## config.mk

```make
export PLATFORM = sky130hd
export DESIGN_NAME = sat_counter
export DESIGN_NICKNAME = d
export VERILOG_FILES = /design/src/rtl/sat_counter.sv
export SDC_FILE = /design/constraint.sdc
export NUM_CORES = 1
export LEC_CHECK = 0
export CORE_MARGIN = 4
export CORE_UTILIZATION = 49
export DETAILED_ROUTE_END_ITERATION = 8
export GPL_TIMING_DRIVEN = 0
export PLACE_DENSITY = 0.84
export RECOVER_POWER = 50
export SYNTH_ARGS = -nofsm -noshare
export SYNTH_HDL_FRONTEND = slang
export SYNTH_SLANG_ARGS = --single-unit
export TNS_END_PERCENT = 1
```

## constraint.sdc

```tcl
create_clock -name clk -period 1.6 [get_ports clk]
set_input_delay 0.4 -clock clk [delete_from_list [all_inputs] [get_ports clk]]
set_output_delay 0.4 -clock clk [all_outputs]
set_load 0.05 [all_outputs]
```

## src/rtl/sat_counter.sv

```systemverilog
`default_nettype none
// ============================================================================
//  Module   : sat_counter
//  Purpose  : Up-counter that sticks at all-ones, with a synchronous clear
//             that takes priority over increment.
//  Revision : 1.0  initial release
// ============================================================================
module sat_counter #(
   parameter int CNT_W = 16
) (
   input  logic             clk,
   input  logic             rst_n,
   input  logic             inc_i,
   input  logic             clr_i,
   output logic [CNT_W-1:0] count_o
);

   logic [CNT_W-1:0] count_q;
   logic [CNT_W-1:0] count_d;

   // Clear wins; otherwise increment unless already saturated
   always_comb begin
      count_d = count_q;
      if (clr_i) begin
         count_d = '0;
      end else if (inc_i && !(&count_q)) begin
         count_d = count_q + CNT_W'(1);
      end
   end

   // Count register with asynchronous reset
   always_ff @(posedge clk or negedge rst_n) begin
      if (!rst_n) begin
         count_q <= '0;
      end else begin
         count_q <= count_d;
      end
   end

   assign count_o = count_q;

endmodule
`default_nettype wire

```

==> reports/qor.txt <==
status - finished with violations
failing checks - negative setup slack
Rows - 15
CP max FO - 7
Detail Route Antenna Nets - 0
Pre-antenna DRT Iters - 4
CTS root buf - clkbuf_4
die width - 51.32 um
num ports - 20
Worst Setup Start Kind - flip-flop
H-tree Lvls - 1
Top delay family on crit path - simple AND/OR/NAND/NOR gates
number of vias in the routed layout - 867
Critical Path End Type - flip-flop
Routed wire per std cell - 14.46 um
die area - 2634 um2
Hold Path Class - in2reg
clk slew on worst S/H paths - 0.10 ns
most common cell after layout, fill and taps aside - dfrtp_2
CTS Hold Bufs - 0
gpl congestion - 0.8275
clk_lat worst skew - 0.30 ns
GRT overflow - 0
GR Util met2 - 31.55%
area added between synthesis and finish - 37.82%
CP Cell Sequence - nand4_1 > nor3_4 > a21boi_2 > mux2_4
Max VDD drop - 486.8 uV
sequential fraction of the synthesis area - 43.54%
Fin. Hold Viols - 0
DRT iter0 DRCs - 15
Clock Path Buffers - 2
share of cells above drive strength 1 - 44.44%
drc violations - 0
Starting Density - 52.69%
die height - 51.32 um
vias in the first global route - 882
Leak - 0.4860 nW
initial antenna violation count - 0
Synth cell types - 36
fin crit share - 101.6%
CP required - 1.79 ns
Setup WS pre-CTS - -0.4180 ns
gr usage total - 19.75%
via density per instance - 5.742
CTS tree - yes
Bufs and invs on worst path - 0
Layout Skew - 0.002548 ns
Pins Over Slew Limit - 0
worst slew pin tran - 0.7378 ns
global-route wire length before repair - 3870 um
Post-Syn Instances - 95
CTS Buf Count - 3
grt met3 use - 4.373%
Core Region - 1745 um2
Cell Area, Synth - 919.6 um2
final worst setup slack - -0.02561 ns
clk sinks - 16
Cell Pwr Density - 607.0 nW/um2
arrival time worst endpoint - 1.82 ns
slowest stage delay, CP - 0.42 ns
syn nets - 100
largest net degree at the start of global routing - 17
min cycle time layout - 1.626 ns
Syn Area/Cell - 9.680 um2
final WL - 2184 um
Buffers on Ports - 18
maxcap violations - 0
global route hottest layer - met2
fin util - 72.62%
Largest register FFs - 16
yosys warns - 0
nets - 132
setup TNS - -0.04435 ns
most frequent cells in the layout - 15 x dfrtp_2, 13 x clkdlybuf4s15_2, 9 x buf_4, 8 x a21oi_1, 8 x nor2_1
dpl hpwl - 1469 um
RSZ-0062 raised after global routing - true
#FFs+latches synth - 16
GRT met1 Usage - 24.07%
f_max - 0.6152 GHz
antenna diode count - 0
Slew Limit Headroom - 50.65%
# setup viols final - 2
CP max-delay cell - dfrtp_2
CP Class - reg2reg
## kinds of logic after synthesis
group,share of synthesized area [%]
DFF,43.54
and+or+nand+nor,31.97
adders and majority gates,1.360
xor gates and xnor gates,0.9526
AOI/OAI and AO/OA,15.51
muxes,5.034
buffers and inverters,1.633
## synth_stat cells, drive strengths merged
cell	n	area, um2
nor2	8	30.03
and4	2	20.02
nand4	2	18.77
a21boi	1	11.26
nor3	4	31.28
mux2i	2	20.02
a31oi	3	18.77
or3	4	25.02
a21oi	8	40.04
and3	2	13.77
nand2	7	26.28
or4	2	15.01
nor2b	2	12.51
nand3	5	37.54
o21bai	1	7.510
xor2	1	8.760
and2	3	18.77
nand2b	3	18.77
o211ai	1	7.510
inv	2	7.510
o31ai	3	22.52
ha	1	12.51
o21ai	4	20.02
dfrtp	16	400.4
mux2	2	26.27
nor3b	1	7.510
nor4	2	18.77
o2111ai	1	15.01
clkbuf	2	7.510
## repair_timing
item                                    4_1_cts  5_1_grt
gates resized for setup                      46        4
endpoints found under the setup margin       21       12
pin swaps                                     1        5
setup buffers                                 3        6
## power by group
part	switching (W)	internal, W
logic	0.0000433	0.0000252
registers	0.00000880	0.000410
clock network	0.000143	0.000139
## area by class of cell
class                           count  area, um2
Inverter                            2      7.507
Buffer                              2      7.507
Timing Repair Buffer               27      247.7
Sequential cell                    16      419.2
Multi-Input combinational cell     75      518.0
Fill cell                         144      478.0
Tap cell                           25      31.28
Clock buffer                        4      36.28
## routing by layer
metal	routed length, um	vias to the layer above
met5	0	-
met4	53	0
met3	131	4
met2	1052	29
met1	947	419
li1	-	415
## per-stage QoR
stage / cells / cell area [um2] / power [W] / hold slack, ns
finish: 151 / 1267 / 0.0007694 / 0.5234
global route: 151 / 1267 / 0.0007993 / 0.5791
CTS: 145 / 1237 / 0.0007735 / 0.5287
detailed placement: 138 / 1164 / 0.0004966 / 0.5128
global placement: 138 / 1164 / 0.0004960 / 0.5132
floorplan: 95 / 952.2 / 0.0004668 / 0.1044
## path summary, 6_finish.rpt
path	from	slack, ns	endpoint	depth (start not counted)
worst min-delay path	clr_i	0.52	count_o[4]	2
worst max register to register	count_o[12]	-0.03	count_o[0]	4
min in group asynchronous	rst_n	0.60	count_o[13]	1
worst max-delay path	count_o[12]	-0.03	count_o[0]	4
worst min register to register	count_o[5]	0.58	count_o[5]	1
max in group asynchronous	rst_n	0.50	count_o[14]	1
## worst reg2reg max path: stages, from the launching register on
cell	delay, ns
dfrtp_2	0.42
nand4_1	0.26
nor3_4	0.42
a21boi_2	0.12
mux2_4	0.31
Power figures use the tool's default switching activity.
